[config.mk]
export PLATFORM = sky130hd
export DESIGN_NAME = i2s_tx_serializer_flat
export DESIGN_NICKNAME = d
export VERILOG_FILES = /design/src/rtl/i2s_pkg.sv /design/src/rtl/i2s_tx_serializer_if.sv /design/src/rtl/i2s_slot_counter.sv /design/src/rtl/i2s_tx_serializer.sv /design/src/flat_wrapper.sv
export SDC_FILE = /design/constraint.sdc
export NUM_CORES = 1
export LEC_CHECK = 0
export ABC_AREA = 0
export CORE_MARGIN = 4
export CORE_UTILIZATION = 50
export CTS_BUF_LIST = sky130_fd_sc_hd__clkbuf_16
export DETAILED_ROUTE_END_ITERATION = 12
export GPL_ROUTABILITY_DRIVEN = 0
export PLACE_DENSITY = 0.73
export SETUP_SLACK_MARGIN = 0.4
export SLEW_MARGIN = 20
export SYNTH_ARGS = -nofsm -noshare
export SYNTH_HDL_FRONTEND = slang
export SYNTH_HIERARCHICAL = 1
export SYNTH_SLANG_ARGS = --single-unit
[constraint.sdc]
create_clock -name clk_in -period 3.89 [get_ports clk_in]
set_input_delay 1.167 -clock clk_in [delete_from_list [all_inputs] [get_ports clk_in]]
set_output_delay 1.167 -clock clk_in [all_outputs]
set_load 0.1 [all_outputs]
[src/rtl/i2s_pkg.sv]
// ---------------------------------------------------------------------------
// i2s_pkg
// Shared definitions for the I2S transmit serializer slice.
//   FRAME_SLOTS / SLOT_BITS : frame geometry (64 bit-clock slots, 32 per channel)
//   SLOT_W                  : width of the slot counter
//   stereo_pair_t           : left/right sample pair, samples right-aligned in
//                             SLOT_BITS-wide fields (upper bits zero)
//   slot_bit()              : serial bit for a channel position (I2S one-bit delay)
// ---------------------------------------------------------------------------
package i2s_pkg;

  localparam int FRAME_SLOTS = 64;
  localparam int SLOT_BITS   = 32;
  localparam int SLOT_W      = 6;

  localparam logic [SLOT_W-1:0] LAST_SLOT = 6'd63;

  typedef struct packed {
    logic [SLOT_BITS-1:0] left;
    logic [SLOT_BITS-1:0] right;
  } stereo_pair_t;

  // Position 0 is the I2S delay bit; positions 1..width carry MSB..LSB;
  // everything past the sample is padded with zero.
  function automatic logic slot_bit(input logic [SLOT_BITS-1:0] sample,
                                    input logic [4:0]           pos,
                                    input logic [5:0]           width);
    logic [5:0] idx;
    logic       bit_v;
    idx = width - {1'b0, pos};
    if ((pos != 5'd0) && ({1'b0, pos} <= width)) begin
      bit_v = sample[idx[4:0]];
    end else begin
      bit_v = 1'b0;
    end
    return bit_v;
  endfunction

endpackage

[src/rtl/i2s_tx_serializer_if.sv]
// ---------------------------------------------------------------------------
// i2s_tx_serializer_if
// Sample-pair handshake between the S/PDIF decoder and the I2S serializer.
//   in_valid  : sample pair offered (source -> serializer)
//   in_ready  : holding buffer empty (serializer -> source)
//   in_left   : left sample, two's complement, WIDTH bits
//   in_right  : right sample, two's complement, WIDTH bits
// Modports: master = sample source, slave = serializer.
// ---------------------------------------------------------------------------
interface i2s_tx_serializer_if #(
  parameter int WIDTH = 24
);

  logic             in_valid;
  logic             in_ready;
  logic [WIDTH-1:0] in_left;
  logic [WIDTH-1:0] in_right;

  modport master (output in_valid, output in_left, output in_right, input in_ready);
  modport slave  (input in_valid, input in_left, input in_right, output in_ready);

endinterface

[src/rtl/i2s_slot_counter.sv]
// ---------------------------------------------------------------------------
// i2s_slot_counter
// Strobe-driven 64-slot frame counter. Resets to slot 63 so the first strobe
// after reset starts a frame.
//   clk_in      in  system clock
//   rst_n       in  asynchronous active-low reset
//   bit_strobe  in  one-cycle pulse per bit-clock period
//   lrclk       out word select (slot bit 5), registered
//   pos_next    out channel position of the slot being entered
//   chan_next   out channel of the slot being entered (0 = left)
//   frame_load  out high on the strobe that wraps slot 63 -> 0
// ---------------------------------------------------------------------------
module i2s_slot_counter
  import i2s_pkg::*;
(
  input  logic       clk_in,
  input  logic       rst_n,
  input  logic       bit_strobe,
  output logic       lrclk,
  output logic [4:0] pos_next,
  output logic       chan_next,
  output logic       frame_load
);

  logic [SLOT_W-1:0] slot_q;
  logic [SLOT_W-1:0] slot_d;

  // Next slot: advance by one per strobe, natural 6-bit wrap 63 -> 0
  always_comb begin
    slot_d = slot_q;
    if (bit_strobe) begin
      slot_d = slot_q + 6'd1;
    end else begin
      slot_d = slot_q;
    end
  end

  // Slot register
  always_ff @(posedge clk_in or negedge rst_n) begin
    if (!rst_n) begin
      slot_q <= LAST_SLOT;
    end else begin
      slot_q <= slot_d;
    end
  end

  assign lrclk      = slot_q[5];
  assign pos_next   = slot_d[4:0];
  assign chan_next  = slot_d[5];
  assign frame_load = bit_strobe && (slot_q == LAST_SLOT);

endmodule

[src/rtl/i2s_tx_serializer.sv]
// ---------------------------------------------------------------------------
// i2s_tx_serializer
// Serializes stereo PCM pairs into an I2S frame (LRCLK + SDATA), one slot per
// bit_strobe, with a one-entry holding buffer in front of the frame register.
//   WIDTH        param sample width per channel (16..31)
//   clk_in       in    system clock
//   rst_n        in    asynchronous active-low reset
//   bit_strobe   in    one-cycle pulse per bit-clock period
//   in_if        slave sample handshake (in_valid/in_ready/in_left/in_right)
//   lrclk        out   word select, 0 = left, 1 = right
//   sdata        out   serial data, MSB first, one-bit I2S delay
//   frame_start  out   high for the bit period of slot 0
//   underrun     out   high for the bit period of slot 0 when the frame muted
//   underrun_cnt out   saturating underrun count, only with I2S_TX_UNDERRUN_CNT_EN
// Optional feature macro: I2S_TX_UNDERRUN_CNT_EN.
// ---------------------------------------------------------------------------
module i2s_tx_serializer
  import i2s_pkg::*;
#(
  parameter int WIDTH = 24
) (
  input  logic                 clk_in,
  input  logic                 rst_n,
  input  logic                 bit_strobe,
  i2s_tx_serializer_if.slave   in_if,
  output logic                 lrclk,
  output logic                 sdata,
  output logic                 frame_start,
`ifdef I2S_TX_UNDERRUN_CNT_EN
  output logic [7:0]           underrun_cnt,
`endif
  output logic                 underrun
);

  logic         buf_valid_q, buf_valid_d;
  stereo_pair_t buf_q, buf_d;
  stereo_pair_t frame_q, frame_d;
  logic         sdata_q, sdata_d;
  logic         frame_start_q, frame_start_d;
  logic         underrun_q, underrun_d;

  logic         accept_s;
  logic [4:0]   pos_next_s;
  logic         chan_next_s;
  logic         frame_load_s;
  stereo_pair_t in_pair_s;

  i2s_slot_counter u_slot_counter (
    .clk_in     (clk_in),
    .rst_n      (rst_n),
    .bit_strobe (bit_strobe),
    .lrclk      (lrclk),
    .pos_next   (pos_next_s),
    .chan_next  (chan_next_s),
    .frame_load (frame_load_s)
  );

  assign accept_s        = in_if.in_valid && !buf_valid_q;
  assign in_pair_s.left  = SLOT_BITS'(in_if.in_left);
  assign in_pair_s.right = SLOT_BITS'(in_if.in_right);

  // Next-state for buffer, frame register and the registered pin outputs
  always_comb begin
    buf_valid_d   = buf_valid_q;
    buf_d         = buf_q;
    frame_d       = frame_q;
    sdata_d       = sdata_q;
    frame_start_d = frame_start_q;
    underrun_d    = underrun_q;

    if (frame_load_s) begin
      frame_start_d = 1'b1;
      sdata_d       = 1'b0;                 // slot 0 is the delay bit
      if (buf_valid_q) begin
        frame_d     = buf_q;
        buf_valid_d = 1'b0;
        underrun_d  = 1'b0;
      end else begin
        // Mute this frame; a sample arriving now waits for the next one
        frame_d    = '0;
        underrun_d = 1'b1;
        if (accept_s) begin
          buf_d       = in_pair_s;
          buf_valid_d = 1'b1;
        end else begin
          buf_valid_d = 1'b0;
        end
      end
    end else begin
      if (accept_s) begin
        buf_d       = in_pair_s;
        buf_valid_d = 1'b1;
      end else begin
        buf_valid_d = buf_valid_q;
      end
      if (bit_strobe) begin
        frame_start_d = 1'b0;
        underrun_d    = 1'b0;
        sdata_d = slot_bit(chan_next_s ? frame_q.right : frame_q.left,
                           pos_next_s, 6'(WIDTH));
      end else begin
        sdata_d = sdata_q;
      end
    end
  end

  // Datapath and output registers
  always_ff @(posedge clk_in or negedge rst_n) begin
    if (!rst_n) begin
      buf_valid_q   <= 1'b0;
      buf_q         <= '0;
      frame_q       <= '0;
      sdata_q       <= 1'b0;
      frame_start_q <= 1'b0;
      underrun_q    <= 1'b0;
    end else begin
      buf_valid_q   <= buf_valid_d;
      buf_q         <= buf_d;
      frame_q       <= frame_d;
      sdata_q       <= sdata_d;
      frame_start_q <= frame_start_d;
      underrun_q    <= underrun_d;
    end
  end

`ifdef I2S_TX_UNDERRUN_CNT_EN
  logic [7:0] underrun_cnt_q, underrun_cnt_d;

  // Saturating count of muted frames
  always_comb begin
    underrun_cnt_d = underrun_cnt_q;
    if (frame_load_s && !buf_valid_q && (underrun_cnt_q != 8'd255)) begin
      underrun_cnt_d = underrun_cnt_q + 8'd1;
    end else begin
      underrun_cnt_d = underrun_cnt_q;
    end
  end

  // Underrun counter register
  always_ff @(posedge clk_in or negedge rst_n) begin
    if (!rst_n) begin
      underrun_cnt_q <= 8'd0;
    end else begin
      underrun_cnt_q <= underrun_cnt_d;
    end
  end

  assign underrun_cnt = underrun_cnt_q;
`endif

  assign in_if.in_ready = !buf_valid_q;
  assign sdata          = sdata_q;
  assign frame_start    = frame_start_q;
  assign underrun       = underrun_q;

endmodule

[src/flat_wrapper.sv]
// flat-port wrapper written by rule: the top's interface ports become plain ports
module i2s_tx_serializer_flat import i2s_pkg::*;
#(
  parameter int WIDTH = 24
)
  (clk_in, rst_n, bit_strobe, lrclk, sdata, frame_start, underrun, in_if_in_valid, in_if_in_left, in_if_in_right, in_if_in_ready);
  i2s_tx_serializer_if #(.WIDTH(WIDTH)) in_if_i ();
  input  logic clk_in;
  input  logic rst_n;
  input  logic bit_strobe;
  output logic lrclk;
  output logic sdata;
  output logic frame_start;
  output logic underrun;
  input wire logic [$bits(in_if_i.in_valid)-1:0] in_if_in_valid;
  input wire logic [$bits(in_if_i.in_left)-1:0] in_if_in_left;
  input wire logic [$bits(in_if_i.in_right)-1:0] in_if_in_right;
  output wire logic [$bits(in_if_i.in_ready)-1:0] in_if_in_ready;
  assign in_if_i.in_valid = in_if_in_valid;
  assign in_if_i.in_left = in_if_in_left;
  assign in_if_i.in_right = in_if_in_right;
  assign in_if_in_ready = in_if_i.in_ready;
  i2s_tx_serializer #(.WIDTH(WIDTH)) u_core (.clk_in(clk_in), .rst_n(rst_n), .bit_strobe(bit_strobe), .in_if(in_if_i), .lrclk(lrclk), .sdata(sdata), .frame_start(frame_start), .underrun(underrun));
endmodule
## Word-level counts from Yosys, hierarchy flattened

Cells that the tools add are included.

| operators by class | value |
|---|---|
| add/sub/neg operators | 2 |
| order comparisons | 2 |
| equal/unequal tests | 2 |
| mux-type cells | 19 |
| reduce and logical (&&, ||, !) cells | 7 |

Operators by type and width:

| operator | count |
|---|---|
| $mux W64 | 4 |
| $mux W32 | 1 |
| $mux W1 | 12 |
| $add A6 B1 Y6 const B | 1 |
| $eq A6 B6 Y1 const B | 1 |
| $lt A5 B6 Y1 const B | 1 |
| $mux W6 | 1 |
| $bmux W1 S5 | 1 |
| $le A5 B5 Y1 const B | 1 |
| $reduce_bool A5 Y1 | 1 |
| $sub A5 B5 Y5 const A | 1 |
| $reduce_bool A2 Y1 | 2 |
| $logic_and A1 B1 Y1 | 3 |
| $ne A2 B2 Y1 const B | 1 |
| $logic_not A1 Y1 | 1 |

| word-level totals | value |
|---|---|
| flip-flop bits (word level) | 138 |
| word-level logic and storage cells | 41 |
| input bits | 52 |
| output and inout port bits | 5 |

## Logic depth before layout (Yosys ltp)

| logic depth | value |
|---|---|
| word-level depth | 8 |
| depth in mapped cells | 10 |
| gate-level depth less buffers | 9 |

## Cells and area by module

Netlist, hierarchy kept.

Modules (own cells, without submodules):

| module | cells each | seq. area each (um^2) | area each (um^2) | times used |
|---|---|---|---|---|
| i2s_tx_serializer | 381 | 2502.4 | 4434.3 | 1 |
| i2s_slot_counter | 20 | 157.7 | 265.3 | 1 |

## Worst setup path after synthesis

No wires, ideal clock.

| path | value |
|---|---|
| path kind | input to register |
| from | in bit_strobe |
| to | reg u_core.sdata_q (netlist: u_core/sdata) |
| arrival | 3.218 ns |
| setup time | 0.139 ns |
| setup slack | 0.534 ns |
| stages on the path | 9 |
| cell sequence | nand4_2 > nor2_2 > xor2_1 > buf_6 > mux4_2 > mux2_2 > a31o_1 > a2111oi_1 > a211oi_1 |

| between the ends | value |
|---|---|
| longest elaborated chain between the ends | 7 |

RTL lines:

| item | line | source |
|---|---|---|
| start: declaration | flat_wrapper.sv:10 | `input logic bit_strobe;` |
| $mux W6 | i2s_slot_counter.sv:31 | `if (bit_strobe) begin` |
| via u_core.chan_next_s | i2s_tx_serializer.sv:44 | `logic chan_next_s;` |
| $mux W32 | i2s_tx_serializer.sv:99 | `sdata_d = slot_bit(chan_next_s ? frame_q.right : frame_q.left,` |
| $bmux W1 S5 | i2s_pkg.sv:32 | `bit_v = sample[idx[4:0]];` |
| $mux W1 (implied by the code) | i2s_pkg.sv:32 |  |
| $mux W1 | i2s_pkg.sv:31 | `if ((pos != 5'd0) && ({1'b0, pos} <= width)) begin` |
| $mux W1 | i2s_tx_serializer.sv:96 | `if (bit_strobe) begin` |
| $mux W1 | i2s_tx_serializer.sv:71 | `if (frame_load_s) begin` |
| end signal: assignment | i2s_tx_serializer.sv:120 | `sdata_q <= sdata_d;` |
| end: declaration | i2s_tx_serializer.sv:38 | `logic sdata_q, sdata_d;` |

The timed path passes the listed nets, and every way through them passes these cells. The select of a mux whose other input is x is not followed.
A chain may end at the register's enable or synchronous reset.

## Worst setup path in the final report

Same ends and word-level chain as after synthesis.

==> results.md <==
* Pre-Repair DR Iteration Count at 4
* Peak VDD IR at 0.000404 V
* Max FO, Critical Path at 6
* Core Region at 0.00920 mm²
* Multiplexer area fraction after synthesis at 19.0%
* Summed instance area of the synthesized netlist at 0.00470 mm²
* Sequential area share after synthesis at 56.6%
* Setup Skew at 0.00545 ns
* Worst slack, placed at -0.187 ns
* Number of distinct library cells after synthesis at 37
* I/O pin cnt at 57
* Final cell count without fillers at 582
* CTS tree: done
* Synth top area cells: sky130_fd_sc_hd__dfrtp_1, sky130_fd_sc_hd__mux2_2, sky130_fd_sc_hd__o21ai_0
* Fmax at 292 MHz
* Type of the setup path with the least slack: input pin to flip-flop
* Post-synthesis compound-gate area fraction at 7.64%
* Clock edge transition at the registers on the reported setup and hold paths at 0.07 ns
* Top-count cell post-synth: sky130_fd_sc_hd__dfrtp_1
* Worst Path Arrival at 3.64 ns
* Port buffer count at 56
* Sequential cell area at 0.00266 mm²
* Number of post-CTS setup repair buffers at 0
* GR met2 Demand/Resource at 30.5%
* Total number of nets in the final design at 520
* Area share of fa/ha/maj cells after synthesis at 0.532%
* Largest area contributor in the synthesized netlist: sky130_fd_sc_hd__dfrtp_1
* Post-CTS sizing at 5
* Post-route antenna net violation count at 0
* Post-synthesis area per instance at 11.7 µm²
* Count of state elements after synthesis at 106
* Top cell types by occurrence after synthesis: sky130_fd_sc_hd__dfrtp_1, sky130_fd_sc_hd__inv_1, sky130_fd_sc_hd__mux2_2, sky130_fd_sc_hd__o21ai_0, sky130_fd_sc_hd__nand3_1
* H-tree levels at 3
* Die Outline Area at 0.0110 mm²
* CTS Buf Count at 9
* Post-detail-place hpwl at 6420 µm
* Layout area overhead at 24.0%
* Count of final setup violators at 0
* Initial antenna violation count at 0
* Routed via count divided by cell count at 5.43
* Vias at 3159
* Clock sinks at 106
* Share of synthesized flip-flops with an asynchronous set or reset at 100%
* Die W at 105 µm
* Final Hold Violating Endpoints at 0
* Initial core utilization at 51.1%
* Main flop type after synthesis: sky130_fd_sc_hd__dfrtp_1
* Share of the clock period used by the worst path after layout at 88.1%
* Detail-routed net length per standard cell at 15.8 µm
* Number of instances in the synthesized netlist at 401
* Endpoint type of the worst setup path: flip-flop
* Leakage power of the design at 2.57 nW
* Total power density per cell area at 726 mW/mm²
* Met1 usage at 22.6%
* CTS root buffer: sky130_fd_sc_hd__clkbuf_16
* Synthesized Nets at 455
* Die Span Y at 105 µm
* Slew Viols, Final at 0
* Overall track demand over capacity in global routing at 18.2%
* Post-route setup slack at 0.465 ns
* Synthesized-area fraction occupied by and/or/nand/nor cells at 7.85%
* Standard-cell row count at 35
* Category of the worst setup path launch point: input pin
* Setup repair after global routing missed its margin: false
* Clock latency on the worst-skew pair at 0.35 ns
* Maximum number of pins on one net before global-route repair at 99
* EDFF count, synth at 0
* Tightest Hold Check Type: flip-flop to flip-flop
* Final design instance area without fill at 0.00583 mm²
* Proportion of netlist area held by the largest area contributor at 53.2%
* Global-route wire length before repair at 16000 µm
* Total instance count after detailed placement at 566
* Number of global-route vias before repair at 3360
* Number of design-rule violations left by the first detailed-router iteration at 153
* Fill cell instance count of the final layout at 722
* Multi-input combinational cell area at 0.00177 mm²
* Required @ worst endpoint at 4.10 ns
* Global-route met3 utilization at 5.81%
* CTS Hold Bufs at 0
* Combinational family with the most area after synthesis: multiplexers
* Run status: finished clean
* Shortest clock period the worst path allows after layout at 3.43 ns
* Slew at the pin closest to its max-slew limit at 0.753 ns
* Gr ovfl total at 0
* Post-Synth XOR/XNOR Area at 1.49%
* Max-capacitance violation count at 0
* Tightest slew margin relative to the limit at 49.8%
* Synth warn at 6
* Count of inserted antenna diode cells at 0
* GR peak layer: met2
* Total cell area at the placement stage at 0.00549 mm²
* Proportion of layout cells with a drive suffix above 1 at 24.0%
* Drc violations at 0
* Sum of routed wire length over all layers at 9180 µm
* Clock buffer depth at 2
-- kinds of logic (layout without fill, tap and decap cells) --
logic type | count (synthesis) | after routing
AND/OR/NAND/NOR | 73 | 73
buffers and inverters | 83 | 153
flip-flops | 106 | 106
XOR/XNOR | 8 | 8
adder cells (fa/ha/maj) | 2 | 2
multiplexers | 65 | 65
AO/OA/AOI/OAI | 64 | 64
-- layout by cell type, fill, tap and decap left out, types with 2 or more instances in the layout --
master / Yosys / final
sky130_fd_sc_hd__nand2_1: 6 / 6
sky130_fd_sc_hd__clkdlybuf4s50_1: 0 / 49
sky130_fd_sc_hd__nor2_1: 5 / 4
sky130_fd_sc_hd__o21ai_0: 50 / 50
sky130_fd_sc_hd__nand3_1: 49 / 49
sky130_fd_sc_hd__inv_1: 58 / 58
sky130_fd_sc_hd__xor2_1: 3 / 2
sky130_fd_sc_hd__and3_1: 2 / 2
sky130_fd_sc_hd__clkbuf_16: 0 / 9
sky130_fd_sc_hd__dfrtp_1: 100 / 100
sky130_fd_sc_hd__mux2_2: 50 / 50
sky130_fd_sc_hd__buf_12: 0 / 2
sky130_fd_sc_hd__a21o_1: 2 / 2
sky130_fd_sc_hd__mux4_2: 4 / 4
sky130_fd_sc_hd__a211oi_1: 2 / 2
sky130_fd_sc_hd__xnor2_1: 5 / 5
sky130_fd_sc_hd__nor3_1: 5 / 5
sky130_fd_sc_hd__ha_1: 2 / 2
sky130_fd_sc_hd__mux4_1: 8 / 8
sky130_fd_sc_hd__inv_6: 0 / 2
sky130_fd_sc_hd__mux2i_1: 3 / 2
sky130_fd_sc_hd__buf_4: 0 / 27
sky130_fd_sc_hd__dfstp_2: 6 / 6
-- flip-flops by register name, indices dropped and copies added (netlist names) --
signal / cells
u_core/u_slot_counter/slot_q: 6
u_core/frame_q: 48
u_core/buf_valid_q: 1
u_core/buf_q: 48
u_core/sdata: 1
u_core/frame_start: 1
u_core/underrun: 1
-- power breakdown --
part | switching, W | leakage [nW] | internal [W] | total (W)
clock | 0.000407 | 0.146 | 0.000505 | 0.000911
sequential | 0.000237 | 1.11 | 0.00149 | 0.00173
combinational | 0.000786 | 1.32 | 0.000802 | 0.00159
-- cell type report --
class	instances	share of cell area [%]
sequential	106	45.6
tap	111	2.38
timing repair buffer	79	12.7
clock buffer	9	3.86
clock inverter	7	1.29
multi-input combinational	212	30.3
inverter	58	3.73
-- metal layers --
layer | up-vias | share of wire, %
met5 | - | 0
met4 | 0 | 3.0
met3 | 20 | 4.9
met2 | 64 | 51
met1 | 1556 | 41
li1 | 1519 | -
-- stage by stage --
step | utilization (%) | power [W] | hold WS, ns | setup TNS, ns
floorplan | - | 0.00271 | 0.465 | 0
global placement | 59.7 | 0.00320 | 0.466 | -0.0285
detailed placement | 59.7 | 0.00326 | 0.472 | -0.187
CTS | 63.2 | 0.00423 | 0.487 | 0
global route | 63.4 | 0.00450 | 0.519 | 0
finish | 63.4 | 0.00423 | 0.482 | 0
-- path summary, 6_finish.rpt --
kind | start | cells past startpoint | slack, ns | endpoint
worst min register to register | u_core/frame_start | 1 | 0.48 | u_core/frame_start
worst max register to register | u_core/u_slot_counter/slot_q[0] | 9 | 1.00 | u_core/sdata
min in group asynchronous | rst_n | 1 | 0.88 | u_core/buf_q[37]
max in group asynchronous | rst_n | 2 | 2.32 | u_core/buf_q[17]
worst max-delay path | bit_strobe | 10 | 0.46 | u_core/sdata
worst min-delay path | u_core/frame_start | 1 | 0.48 | u_core/frame_start
-- worst max-delay path, stage by stage --
cell,delay [ns]
sky130_fd_sc_hd__clkdlybuf4s15_1,0.27
sky130_fd_sc_hd__nand4_2,0.13
sky130_fd_sc_hd__nor2_2,0.14
sky130_fd_sc_hd__xor2_1,0.15
sky130_fd_sc_hd__buf_4,0.18
sky130_fd_sc_hd__mux4_2,0.55
sky130_fd_sc_hd__a311oi_2,0.38
sky130_fd_sc_hd__o221ai_2,0.17
sky130_fd_sc_hd__a2111oi_2,0.41
sky130_fd_sc_hd__a211oi_1,0.10
No activity file was read; power rests on OpenSTA's default activity.
